File: config.mk
export PLATFORM = sky130hd
export DESIGN_NAME = epp_host
export DESIGN_NICKNAME = d
export VERILOG_FILES = /design/src/rtl/epp_pkg.sv /design/src/rtl/epp_sync.sv /design/src/rtl/epp_host.sv
export SDC_FILE = /design/constraint.sdc
export NUM_CORES = 1
export LEC_CHECK = 0
export ABC_CLOCK_PERIOD_IN_PS = 1900
export BUFFER_PORTS_ARGS = -buffer_cell sky130_fd_sc_hd__buf_2
export CORE_MARGIN = 2
export CORE_UTILIZATION = 54
export CTS_BUF_LIST = sky130_fd_sc_hd__clkbuf_8
export CTS_CLUSTER_SIZE = 10
export DETAILED_ROUTE_END_ITERATION = 7
export PLACE_DENSITY_LB_ADDON = 0.25
export RECOVER_POWER = 100
export SLEW_MARGIN = 20
export SYNTH_ARGS = -nofsm -noshare
export SYNTH_HDL_FRONTEND = slang
export SYNTH_SLANG_ARGS = --single-unit
File: constraint.sdc
create_clock -name clk -period 1.9 [get_ports clk]
set_input_delay 0.285 -clock clk [delete_from_list [all_inputs] [get_ports clk]]
set_output_delay 0.285 -clock clk [all_outputs]
set_load 0.1 [all_outputs]
File: src/rtl/epp_pkg.sv
// Shared types and constants for the host-side EPP engine.
package epp_pkg;

    typedef enum logic [2:0] {
        ST_IDLE    = 3'd0,
        ST_SETUP   = 3'd1,
        ST_STROBE  = 3'd2,
        ST_RELEASE = 3'd3,
        ST_DONE    = 3'd4,
        ST_ABORT   = 3'd5
    } epp_state_e;

    // Bus levels while no cycle is in flight: strobes deasserted, EppWr in read.
    localparam logic STB_IDLE = 1'b1;
    localparam logic WR_IDLE  = 1'b1;

    localparam int DEFAULT_SETUP_CYC   = 2;
    localparam int DEFAULT_TIMEOUT_CYC = 1023;

endpackage

File: src/rtl/epp_sync.sv
// Two-flop synchronizer for the asynchronous EppWait handshake input.
module epp_sync (
    input  logic clk,
    input  logic rst_n,
    input  logic d_i,
    output logic q_o
);

    logic meta_q;
    logic sync_q;

    always_ff @(posedge clk or negedge rst_n) begin
        if (!rst_n) begin
            meta_q <= 1'b0;
            sync_q <= 1'b0;
        end else begin
            meta_q <= d_i;
            sync_q <= meta_q;
        end
    end

    assign q_o = sync_q;

endmodule

File: src/rtl/epp_host.sv
// Host-side EPP initiator: one address/data cycle per command, full four-phase EppWait handshake.
// Optional handshake watchdog enabled by defining EPP_HOST_TIMEOUT_EN.
//
// state   | meaning
// IDLE    | cmd_ready high, waiting for a command
// SETUP   | EppWr/DB driven, strobes high, counting setup cycles
// STROBE  | selected strobe low, waiting for synchronized Wait to rise
// RELEASE | strobe high, waiting for synchronized Wait to fall
// DONE    | rsp_valid pulse, bus released
// ABORT   | watchdog expired: rsp_valid + rsp_timeout pulse, bus released
module epp_host
    import epp_pkg::*;
#(
    parameter int SETUP_CYC   = DEFAULT_SETUP_CYC,
    parameter int TIMEOUT_CYC = DEFAULT_TIMEOUT_CYC
) (
    input  logic       clk,
    input  logic       rst_n,
    input  logic       cmd_valid,
    output logic       cmd_ready,
    input  logic       cmd_addr,
    input  logic       cmd_wr,
    input  logic [7:0] cmd_data,
    output logic       rsp_valid,
    output logic [7:0] rsp_data,
    output logic       rsp_timeout,
    output logic       EppAstb,
    output logic       EppDstb,
    output logic       EppWr,
    input  logic       EppWait,
    output logic [7:0] db_o,
    output logic       db_oe,
    input  logic [7:0] db_i
);

    generate
        if (SETUP_CYC < 1 || SETUP_CYC > 15 || TIMEOUT_CYC < 1) begin : g_param_check
            $error("epp_host: SETUP_CYC must be 1..15 and TIMEOUT_CYC at least 1");
        end
    endgenerate

    localparam logic [3:0] SETUP_LOAD = 4'(SETUP_CYC);

    logic       wait_s;

    epp_state_e state_q;
    logic       is_addr_q;
    logic       is_wr_q;
    logic [7:0] data_q;
    logic [3:0] setup_cnt_q;

    logic       cmd_ready_q;
    logic       astb_q;
    logic       dstb_q;
    logic       eppwr_q;
    logic [7:0] db_o_q;
    logic       db_oe_q;
    logic       rsp_valid_q;
    logic [7:0] rsp_data_q;

`ifdef EPP_HOST_TIMEOUT_EN
    localparam int              TO_W    = $clog2(TIMEOUT_CYC + 1);
    localparam logic [TO_W-1:0] TO_LAST = TO_W'(TIMEOUT_CYC - 1);

    logic [TO_W-1:0] to_cnt_q;
    logic            rsp_timeout_q;
`endif

    epp_sync u_wait_sync (
        .clk   (clk),
        .rst_n (rst_n),
        .d_i   (EppWait),
        .q_o   (wait_s)
    );

    always_ff @(posedge clk or negedge rst_n) begin
        if (!rst_n) begin
            state_q     <= ST_IDLE;
            is_addr_q   <= 1'b0;
            is_wr_q     <= 1'b0;
            data_q      <= '0;
            setup_cnt_q <= '0;
            cmd_ready_q <= 1'b1;
            astb_q      <= STB_IDLE;
            dstb_q      <= STB_IDLE;
            eppwr_q     <= WR_IDLE;
            db_o_q      <= '0;
            db_oe_q     <= 1'b0;
            rsp_valid_q <= 1'b0;
            rsp_data_q  <= '0;
`ifdef EPP_HOST_TIMEOUT_EN
            to_cnt_q      <= '0;
            rsp_timeout_q <= 1'b0;
`endif
        end else begin
            case (state_q)
                ST_IDLE: begin
                    if (cmd_valid) begin
                        is_addr_q   <= cmd_addr;
                        is_wr_q     <= cmd_wr;
                        data_q      <= cmd_data;
                        setup_cnt_q <= SETUP_LOAD;
                        cmd_ready_q <= 1'b0;
                        state_q     <= ST_SETUP;
                    end
                end

                // First SETUP cycle drives the bus, so EppWr/DB lead the strobe by SETUP_CYC cycles.
                ST_SETUP: begin
                    eppwr_q <= ~is_wr_q;
                    db_oe_q <= is_wr_q;
                    db_o_q  <= data_q;
                    if (setup_cnt_q == 4'd0) begin
                        if (is_addr_q) begin
                            astb_q <= 1'b0;
                        end else begin
                            dstb_q <= 1'b0;
                        end
`ifdef EPP_HOST_TIMEOUT_EN
                        to_cnt_q <= '0;
`endif
                        state_q <= ST_STROBE;
                    end else begin
                        setup_cnt_q <= setup_cnt_q - 1'b1;
                    end
                end

                ST_STROBE: begin
                    if (wait_s) begin
                        rsp_data_q <= is_wr_q ? 8'h00 : db_i;
                        astb_q     <= STB_IDLE;
                        dstb_q     <= STB_IDLE;
`ifdef EPP_HOST_TIMEOUT_EN
                        to_cnt_q   <= '0;
`endif
                        state_q    <= ST_RELEASE;
                    end
`ifdef EPP_HOST_TIMEOUT_EN
                    else if (to_cnt_q == TO_LAST) begin
                        astb_q        <= STB_IDLE;
                        dstb_q        <= STB_IDLE;
                        eppwr_q       <= WR_IDLE;
                        db_oe_q       <= 1'b0;
                        db_o_q        <= '0;
                        rsp_valid_q   <= 1'b1;
                        rsp_timeout_q <= 1'b1;
                        rsp_data_q    <= '0;
                        state_q       <= ST_ABORT;
                    end else begin
                        to_cnt_q <= to_cnt_q + 1'b1;
                    end
`endif
                end

                // db_oe/EppWr stay put until Wait falls so the peripheral never sees them move early.
                ST_RELEASE: begin
                    if (!wait_s) begin
                        eppwr_q     <= WR_IDLE;
                        db_oe_q     <= 1'b0;
                        db_o_q      <= '0;
                        rsp_valid_q <= 1'b1;
                        state_q     <= ST_DONE;
                    end
`ifdef EPP_HOST_TIMEOUT_EN
                    else if (to_cnt_q == TO_LAST) begin
                        eppwr_q       <= WR_IDLE;
                        db_oe_q       <= 1'b0;
                        db_o_q        <= '0;
                        rsp_valid_q   <= 1'b1;
                        rsp_timeout_q <= 1'b1;
                        rsp_data_q    <= '0;
                        state_q       <= ST_ABORT;
                    end else begin
                        to_cnt_q <= to_cnt_q + 1'b1;
                    end
`endif
                end

                ST_DONE: begin
                    rsp_valid_q <= 1'b0;
                    cmd_ready_q <= 1'b1;
                    state_q     <= ST_IDLE;
                end

`ifdef EPP_HOST_TIMEOUT_EN
                ST_ABORT: begin
                    rsp_valid_q   <= 1'b0;
                    rsp_timeout_q <= 1'b0;
                    cmd_ready_q   <= 1'b1;
                    state_q       <= ST_IDLE;
                end
`endif

                default: begin
                    astb_q      <= STB_IDLE;
                    dstb_q      <= STB_IDLE;
                    eppwr_q     <= WR_IDLE;
                    db_oe_q     <= 1'b0;
                    rsp_valid_q <= 1'b0;
                    cmd_ready_q <= 1'b1;
                    state_q     <= ST_IDLE;
                end
            endcase
        end
    end

    assign cmd_ready = cmd_ready_q;
    assign EppAstb   = astb_q;
    assign EppDstb   = dstb_q;
    assign EppWr     = eppwr_q;
    assign db_o      = db_o_q;
    assign db_oe     = db_oe_q;
    assign rsp_valid = rsp_valid_q;
    assign rsp_data  = rsp_data_q;

`ifdef EPP_HOST_TIMEOUT_EN
    assign rsp_timeout = rsp_timeout_q;
`else
    assign rsp_timeout = 1'b0;
`endif

endmodule

== Yosys cells after proc, flatten, opt, wreduce, memory -nomap -nowiden ==
Cells that the tools add are included.
Storage, ports and cells
  bits in registers: 41
  input port bits: 22
Operators by class
  $add $sub $neg: 1
  equality and inequality tests: 11
  muxes and demuxes: 25
  bitwise logic cells: 5
  reduce and logical (&&, ||, !) cells: 18
Operators with widths (number)
  $mux 8: 2
  $pmux 8 s2: 1
  $mux 3: 4
  $ne 2x2->1 const B: 6
  $pmux 1 s3: 4
  $pmux 3 s4: 1
  $reduce_and 2->1: 6
  $reduce_and 4->1: 3
  $reduce_or 3->1: 4
  $mux 1: 8
  $mux 4: 2
  $pmux 4 s2: 1
  $eq 3x2->1 const B: 2
  $not 1->1: 5
  $logic_not 4->1: 1
  $pmux 1 s2: 2
  $reduce_bool 2->1: 2
  $sub 4x1->4 const B: 1
  $eq 3x1->1 const B: 1
  $eq 3x3->1 const B: 1
  $logic_not 3->1: 1
  $reduce_and 3->1: 1
  $ne 2x1->1 const B: 1

== Logic depth before layout (Yosys ltp) ==
Gate-level depths: netlist (run 1).
  depth in word-level cells: 4
  mapped depth: 5
  gate-level depth less buffers: 5

== By module ==
From an unflattened synthesis (run 1), not the netlist that was laid out.
Unflattened totals
  cell total of the unflattened synthesis: 143
  area, all modules: 1739.2 sq um
By module, submodules not included
  epp_host: times used 1, cells each 141, area an instance 1689.1 sq um, seq. area each 980.9 sq um
  epp_sync: times used 1, cells each 2, area an instance 50.0 sq um, seq. area each 50.0 sq um

== Worst setup path after synthesis (run 1) ==
OpenSTA, ideal clock, no wires.
  path type: reg2reg
  start: register state_q[1]
  end: register data_q[0]
  setup time: 0.128 ns
  arrival time: 1.256 ns
  slack: 0.516 ns
  stages on the path, launching flop included: 4
  path buffers: 1
  clock period less this slack: 1.384 ns
  path through: dfrtp_1 > nor4b_2 > buf_4 > mux2_1
On the way
  cells in the longest elaborated chain, start to end: 2
Ends and longest elaborated chain
  from (decl): line epp_host.sv:46  | epp_state_e state_q;
  from (signal assigned): line epp_host.sv:78  | state_q <= ST_IDLE;
  from (signal assigned): line epp_host.sv:104  | state_q <= ST_SETUP;
  from (signal assigned): line epp_host.sv:122  | state_q <= ST_STROBE;
  $logic_not 3->1: line epp_host.sv:96  | case (state_q)
  $reduce_and 2->1 (no line)
  to (signal assigned): line epp_host.sv:101  | data_q <= cmd_data;
  to (decl): line epp_host.sv:49  | logic [7:0] data_q;
Every way passes these cells.
A chain may end at the register's enable or synchronous reset.

== Worst setup path in the final report (run 1) ==
Ends and elaborated chain as after synthesis.

==> results of run 1 <==
[worst register-to-register path, stage by stage, from the launching register on]
cell	delay [ns]
dfrtp_1	0.55
nor4b_1	0.37
buf_4	0.27
mux2_1	0.35
[sequential cells by signal, indices dropped and copies added, names as in the netlist, 3 cells and up]
name	cells
data_q	8
db_o	8
rsp_data	8
setup_cnt_q	4
state_q	3
[layout make-up]
class | instances | area (sq um) | share of cell area, %
Timing Repair Buffer | 48 | 245 | 11.7
Sequential cell | 41 | 1030 | 49.1
Multi-Input combinational cell | 86 | 621 | 29.6
Clock inverter | 2 | 33.8 | 1.61
Inverter | 8 | 30.0 | 1.43
Clock buffer | 6 | 82.6 | 3.94
Tap cell | 44 | 55.1 | 2.62
[path summary, 6_finish.rpt]
kind | cells after the start | slack, ns | endpoint
max in group asynchronous | 2 | 1.24 | data_q[6]$_DFFE_PN0P_
worst max register to register | 3 | 0.24 | data_q[0]$_DFFE_PN0P_
worst min-delay path | 1 | 0.06 | setup_cnt_q[2]$_DFFE_PN0P_
worst max-delay path | 3 | 0.24 | data_q[0]$_DFFE_PN0P_
worst min register to register | 0 | 0.36 | u_wait_sync.q_o$_DFF_PN0_
min in group clk | 1 | 0.10 | u_wait_sync.meta_q$_DFF_PN0_
[stage by stage]
step / area, sq um / std cells / setup WS (ns)
finish: 2100 / 235 / 0.243
CTS: 2120 / 235 / 0.316
detailed placement: 2010 / 227 / 0.326
global placement: 2010 / 227 / 0.388
global route: 2100 / 235 / 0.132
floorplan: 1750 / 143 / 0.516
[cells in the mapped netlist, types with 2 or more instances]
| library cell | n | area share [%] |
|---|---|---|
| buf_2 | 4 | 1.1 |
| o21ai_1 | 5 | 1.4 |
| o21ai_0 | 5 | 1.4 |
| mux2_1 | 9 | 5.8 |
| buf_4 | 3 | 1.3 |
| dfrtp_1 | 37 | 53 |
| nand2_1 | 10 | 2.2 |
| inv_1 | 8 | 1.7 |
| ha_1 | 2 | 1.4 |
| a22o_1 | 9 | 4.5 |
| nor2_1 | 6 | 1.3 |
| nand3_1 | 2 | 0.57 |
| a21oi_1 | 2 | 0.57 |
| dfstp_2 | 4 | 6.0 |
| nand2b_1 | 11 | 3.9 |
| nor2b_1 | 2 | 0.72 |
[layer usage]
layer	vias to the layer above	track usage, %	wire length [microns]
li1	587	-	-
met1	590	24.0	1410
met2	35	36.6	1780
met3	0	7.04	179
met4	0	5.59	0
met5	-	0	0
[cells by family after synthesis]
group | synth area share [%]
and+or+nand+nor | 15.7
DFF | 59.1
AOI/OAI and AO/OA | 12.2
buffers and inverters | 4.37
muxes | 7.03
adders and majority gates | 1.43
other | 0.215
==> results.json, run 1 <==
{
  "status": "complete, no violations",
  "vias": 1212,
  "fin_nets": 214,
  "critPathTopFamily": "flip-flops",
  "die_width_microns": 60.9,
  "antenna_found_initial": 0,
  "ys_ff_latch": 41,
  "post_cts_buffers": 0,
  "critPathMaxFanout": 14,
  "critical_path_class": "register to register",
  "grt_pass1_wl_microns": 5540,
  "finClkSkew_ns": 0.00311,
  "numCtsBuffers": 5,
  "timing.rr.start": "state_q[1]$_DFFE_PN0P_",
  "synth_edf_count": 0,
  "worst_pin_slew_ns": 0.744,
  "insertedDiodeCount": 0,
  "io_pins": 45,
  "max_freq_ghz": 0.604,
  "worst-path-buf-inv": 1,
  "synth-seq-area-share_pct": 59.1,
  "nFillCells": 261,
  "synth_cells": 143,
  "hold_slack_ns": 0.0592,
  "netlist_area_sq_mm": 0.00175,
  "fin_util_pct": 68.7,
  "crit_path_start_kind": "register",
  "ys.flop_type": "dfrtp_1",
  "dieArea_sq_mm": 0.00370,
  "cts_hold_buf": 0,
  "final_hold_viol_count": 0,
  "maxCapViolCount": 0,
  "crit_start": "state_q[1]$_DFFE_PN0P_",
  "grtUsageTotal_pct": 20.7,
  "grt_pass1_vias": 1250,
  "cts_max_path_buffers": 2,
  "start_util_pct": 57.2,
  "max_stage_delay_ns": 0.55,
  "crit_path_end_kind": "register",
  "arrival_ns": 1.82,
  "routedWlPerCell_microns": 14.4,
  "cp_slowest_cell": "dfrtp_1",
  "grt-ovfl-total": 0,
  "avgSynthCellArea_sq_um": 12.2,
  "drt_wl_total_microns": 3370,
  "cts.sinks": 41,
  "drv_slew": 0,
  "grt_start_max_net_pins": 36,
  "io_buffer_count": 43,
  "cts_max_level": 2,
  "synth_fp_nets": 167,
  "layout_common_cells": "37 x dfrtp_1, 22 x clkbuf_2, 21 x buf_2",
  "place.gp.congestion": 0.739,
  "drive_above_1_share_pct": 32.5,
  "dp.final_hpwl_microns": 2380,
  "drc": 0,
  "cts.clk_slew.worst_paths_ns": 0.07,
  "fin_crit_sh_pct": 87.2,
  "die_h_microns": 60.9,
  "final_common_cell": "dfrtp_1",
  "synthDistinctLibCells": 40,
  "drt_iter0_markers": 49,
  "areaGrowthSynthToFinish_pct": 20.2,
  "core_sq_mm": 0.00305,
  "cts-root-buf": "clkbuf_8",
  "ant_nets": 0,
  "rsz0062_at_grt": "false",
  "worstPathRequired_ns": 2.07,
  "path_cells": "nor4b_1, buf_4, mux2_1",
  "cts_tree": "yes",
  "hold_path.class": "input port to async pin",
  "relSlewSlack_pct": 50.4,
  "yosys_warnings": 0,
  "ctsResizeCount": 0,
  "period_minus_slack_ns": 1.66,
  "num_rows": 20,
  "async_flop_share_pct": 100,
  "clock_latency_ns": 0.28,
  "dr.pass1.iters": 4,
  "finalSetupViolations": 0,
  "tns_ns": 0,
  "routed_via_density": 5.16
}
Power of run 1 is not shown: default switching activity piles up to over one toggle a cycle in this logic, so the estimate is an artifact.
==> inputs of run 2 (changes only) <==
GPL_TIMING_DRIVEN = 0   (was not set)
==> results.json, run 2 (synthesized netlist as in run 1, its figures left out) <==
{
  "status": "complete, no violations",
  "relSlewSlack_pct": 36.2,
  "fin_crit_sh_pct": 83.0,
  "min-delay-start": "EppWait",
  "num_rows": 20,
  "max_stage_delay_ns": 0.46,
  "grt_pass1_wl_microns": 5460,
  "tns_ns": 0,
  "start_util_pct": 57.2,
  "grt-ovfl-total": 0,
  "ant_nets": 0,
  "cts_hold_buf": 0,
  "place.gp.congestion": 0.809,
  "finClkSkew_ns": 0.00451,
  "worst-path-buf-inv": 1,
  "maxCapViolCount": 0,
  "numCtsBuffers": 5,
  "reg2reg_setup_slack_ns": 0.32,
  "period_minus_slack_ns": 1.58,
  "cts.sinks": 41,
  "insertedDiodeCount": 0,
  "worstRegToRegCells": 5,
  "worst_pin_slew_ns": 0.957,
  "fin_nets": 217,
  "arrival_ns": 1.77,
  "cp_slowest_cell": "nor4bb_1",
  "critical_path_class": "register to register",
  "cts_tree": "yes",
  "dieArea_sq_mm": 0.00370,
  "r2r_end": "setup_cnt_q[1]$_DFFE_PN0P_",
  "critPathTopFamily": "simple AND/OR/NAND/NOR gates",
  "io_buffer_count": 43,
  "die_h_microns": 60.9,
  "drv_slew": 0,
  "grtUsageTotal_pct": 20.5,
  "core_sq_mm": 0.00305,
  "finalSetupViolations": 0,
  "drt_iter0_markers": 56,
  "routedWlPerCell_microns": 14.1,
  "worstPathRequired_ns": 2.09,
  "cts_max_level": 2,
  "vias": 1276,
  "areaGrowthSynthToFinish_pct": 20.7,
  "cts_max_path_buffers": 2,
  "max_freq_ghz": 0.634,
  "routed_via_density": 5.36,
  "drt_wl_total_microns": 3350,
  "die_width_microns": 60.9,
  "cts-root-buf": "clkbuf_8",
  "io_pins": 45,
  "min_path_cells": 1,
  "holdPathEnd": "u_wait_sync.meta_q$_DFF_PN0_",
  "post_cts_buffers": 0,
  "dr.pass1.iters": 4,
  "critPathMaxFanout": 3,
  "timing.rr.start": "setup_cnt_q[0]$_DFFE_PN0P_",
  "cts.clk_slew.worst_paths_ns": 0.08,
  "drive_above_1_share_pct": 33.0,
  "crit_path_end_kind": "register",
  "dp.final_hpwl_microns": 2330,
  "layout_common_cells": "37 x dfrtp_1, 23 x buf_2, 23 x clkbuf_2",
  "antenna_found_initial": 0,
  "path_cells": "inv_1, ha_1, nor4bb_1, nor4_1, o22a_1",
  "crit_path_start_kind": "register",
  "hold_path.class": "input port to register",
  "final_hold_viol_count": 0,
  "grt_start_max_net_pins": 42,
  "drc": 0,
  "ctsResizeCount": 0,
  "final_common_cell": "dfrtp_1",
  "clock_latency_ns": 0.29,
  "grt_pass1_vias": 1231,
  "rsz0062_at_grt": "false"
}
[run 2: cell types whose count changed in the layout (fill, tap and decap cells not counted), sizes merged]
cell,change
clkbuf,+1
buf,+2
[run 2: final cells by class]
class | instances | area [sq um]
multi-input combinational | 86 | 614
clock inverter | 2 | 33.8
sequential | 41 | 1030
timing repair buffer | 43 | 215
buffer | 8 | 45.0
fill | 253 | 946
clock buffer | 6 | 82.6
tap | 44 | 55.1
inverter | 8 | 30.0
[run 2: how the worst max path moves through the flow]
stage                                    start                    endpoint  slack (ns)  cells past startpoint
floorplan               state_q[1]$_DFFE_PN0P_       data_q[0]$_DFFE_PN0P_        0.52                      3
global placement        state_q[1]$_DFFE_PN0P_       data_q[5]$_DFFE_PN0P_        0.41                      3
detailed placement      state_q[1]$_DFFE_PN0P_       data_q[4]$_DFFE_PN0P_        0.41                      3
CTS                        EppDstb$_DFFE_PN1P_                     EppDstb        0.36                      1
global route            state_q[0]$_DFFE_PN0P_     rsp_data[4]$_DFFE_PN0P_        0.22                      5
finish              setup_cnt_q[0]$_DFFE_PN0P_  setup_cnt_q[1]$_DFFE_PN0P_        0.32                      5
[run 2: worst reg2reg max path, stage by stage (launching register included)]
cell      delay [ns]
dfrtp_1         0.41
inv_1           0.10
ha_1            0.19
nor4bb_1        0.46
nor4_1          0.13
o22a_1          0.19
[run 2: routing by layer]
metal | vias to the layer above | routed length [microns] | GRT usage (%) | part of all wire (%)
li1 | 599 | - | - | -
met1 | 632 | 1520 | 26.7 | 45
met2 | 42 | 1600 | 33.2 | 48
met3 | 3 | 181 | 5.76 | 5.4
met4 | 0 | 43 | 6.83 | 1.3
met5 | - | 0 | 0 | 0
[run 2: stage by stage]
step	setup WS, ns	cell area [sq um]	std cells	hold WS (ns)	utilization [%]
2_1_floorplan	0.516	1750	143	-0.0106	-
3_3_place_gp	0.408	2020	230	0.343	66.0
3_5_place_dp	0.405	2020	230	0.348	66.0
4_1_cts	0.357	2130	238	0.0851	69.8
5_1_grt	0.216	2110	238	0.0881	69.0
6_report	0.323	2110	238	0.0951	69.0
Power of run 2 is left out for the same reason.
==> inputs of run 3 (changes only) <==
ABC_CLOCK_PERIOD_IN_PS = 1300   (was 1900)
CORE_UTILIZATION = 49   (was 54)
clock period = 1.3 ns   (was 1.9 ns; I/O delays follow)
==> results.json, run 3 (synthesized netlist as in run 1, its figures left out) <==
{
  "status": "complete, but fails checks",
  "failed_checks": "setup timing",
  "dp.final_hpwl_microns": 2380,
  "drc": 0,
  "min_path_cells": 1,
  "cts_tree": "yes",
  "crit_path_start_kind": "register",
  "cts_max_path_buffers": 2,
  "io_buffer_count": 43,
  "cts_hold_buf": 0,
  "period_minus_slack_ns": 1.47,
  "drv_slew": 0,
  "die_width_microns": 63.7,
  "finClkSkew_ns": 0.00945,
  "cts.clk_slew.worst_paths_ns": 0.08,
  "drt_iter0_markers": 44,
  "fin_nets": 235,
  "drt_wl_total_microns": 4240,
  "grt_pass1_wl_microns": 6480,
  "crit_path_end_kind": "register",
  "die_h_microns": 63.7,
  "place.gp.congestion": 0.779,
  "worst_pin_slew_ns": 0.997,
  "clock_latency_ns": 0.30,
  "r2r_end": "is_addr_q$_DFFE_PN0P_",
  "timing.rr.start": "state_q[1]$_DFFE_PN0P_",
  "numCtsBuffers": 5,
  "grtUsageTotal_pct": 21.2,
  "insertedDiodeCount": 0,
  "dr.pass1.iters": 4,
  "hold_path.class": "input port to register",
  "drive_above_1_share_pct": 57.1,
  "maxCapViolCount": 0,
  "routed_via_density": 5.28,
  "grt_start_max_net_pins": 42,
  "finalSetupViolations": 23,
  "final_common_cell": "dfrtp_1",
  "io_pins": 45,
  "holdPathEnd": "u_wait_sync.meta_q$_DFF_PN0_",
  "relSlewSlack_pct": 33.6,
  "vias": 1361,
  "grt_pass1_vias": 1374,
  "areaGrowthSynthToFinish_pct": 48.8,
  "start_util_pct": 51.5,
  "cts.sinks": 41,
  "rsz0062_at_grt": "true",
  "num_rows": 21,
  "critical_path_class": "register to register",
  "arrival_ns": 1.65,
  "setup_ws_ns": -0.166,
  "antenna_found_initial": 0,
  "hold_slack_ns": 0.00880,
  "dieArea_sq_mm": 0.00406,
  "max_freq_ghz": 0.682,
  "layout_common_cells": "34 x dfrtp_1, 22 x buf_2, 16 x clkbuf_4",
  "cts-root-buf": "clkbuf_8",
  "final_hold_viol_count": 0,
  "ant_nets": 0,
  "core_sq_mm": 0.00339,
  "grt-ovfl-total": 0,
  "fin_crit_sh_pct": 113,
  "routedWlPerCell_microns": 16.4,
  "reg2reg_setup_slack_ns": -0.17,
  "cts_max_level": 2,
  "min-delay-start": "EppWait",
  "worstPathRequired_ns": 1.48,
  "worstRegToRegCells": 3,
  "critPathMaxFanout": 5
}
[run 3: cell type report]
cell class              count  area (sq um)
plain buffers               8          78.8
flip-flops and latches     41          1030
inverters                   8          30.0
clock inverters             2          37.5
well taps                  46          57.6
repair buffers             61           459
multi-input cells          86           817
clock buffers               6          82.6
fillers                   207           792
[run 3: worst max-delay path by stage]
stage / startpoint / end / slack [ns] / cells after the start
after global routing: state_q[1]$_DFFE_PN0P_ / data_q[0]$_DFFE_PN0P_ / -0.21 / 3
after global placement: state_q[1]$_DFFE_PN0P_ / data_q[4]$_DFFE_PN0P_ / -0.13 / 3
after detailed placement: state_q[1]$_DFFE_PN0P_ / data_q[4]$_DFFE_PN0P_ / -0.18 / 3
after CTS: state_q[0]$_DFFE_PN0P_ / data_q[4]$_DFFE_PN0P_ / -0.12 / 3
after floorplan: state_q[1]$_DFFE_PN0P_ / data_q[0]$_DFFE_PN0P_ / -0.06 / 3
final: state_q[1]$_DFFE_PN0P_ / is_addr_q$_DFFE_PN0P_ / -0.17 / 3
[run 3: timing repair]
action                                  CTS  global route
endpoints found under the setup margin   39            47
pin swaps                                 7            13
hold endpoints to repair                  0             0
buffers inserted                         11             6
gates cloned                              1             2
resized for setup                        39            47
[run 3: routing by layer]
metal,wire length (microns),part of all wire (%),track usage [%],vias to the layer above
met3,177,4.2,4.11,11
met4,92,2.2,9.78,0
met5,0,0,0,-
met1,1860,44,27.0,679
met2,2110,50,34.9,43
li1,-,-,-,628
[run 3: stage by stage]
step / std cells / instance area (sq um) / worst slack (ns) / setup TNS [ns] / util [%]
after floorplan: 143 / 1770 / -0.0568 / -0.517 / -
after global placement: 232 / 2040 / -0.133 / -2.26 / 60.2
after detailed placement: 232 / 2040 / -0.183 / -3.28 / 60.2
after CTS: 252 / 2400 / -0.121 / -1.42 / 70.8
after global routing: 258 / 2600 / -0.206 / -3.23 / 76.6
final: 258 / 2600 / -0.166 / -1.92 / 76.6
[run 3: worst max-delay path, cell delays in order (launching register included)]
cell and delay [ns]:
dfrtp_2 0.45, nor4b_4 0.40, buf_6 0.20, mux2_4 0.30
Power of run 3 is left out for the same reason.
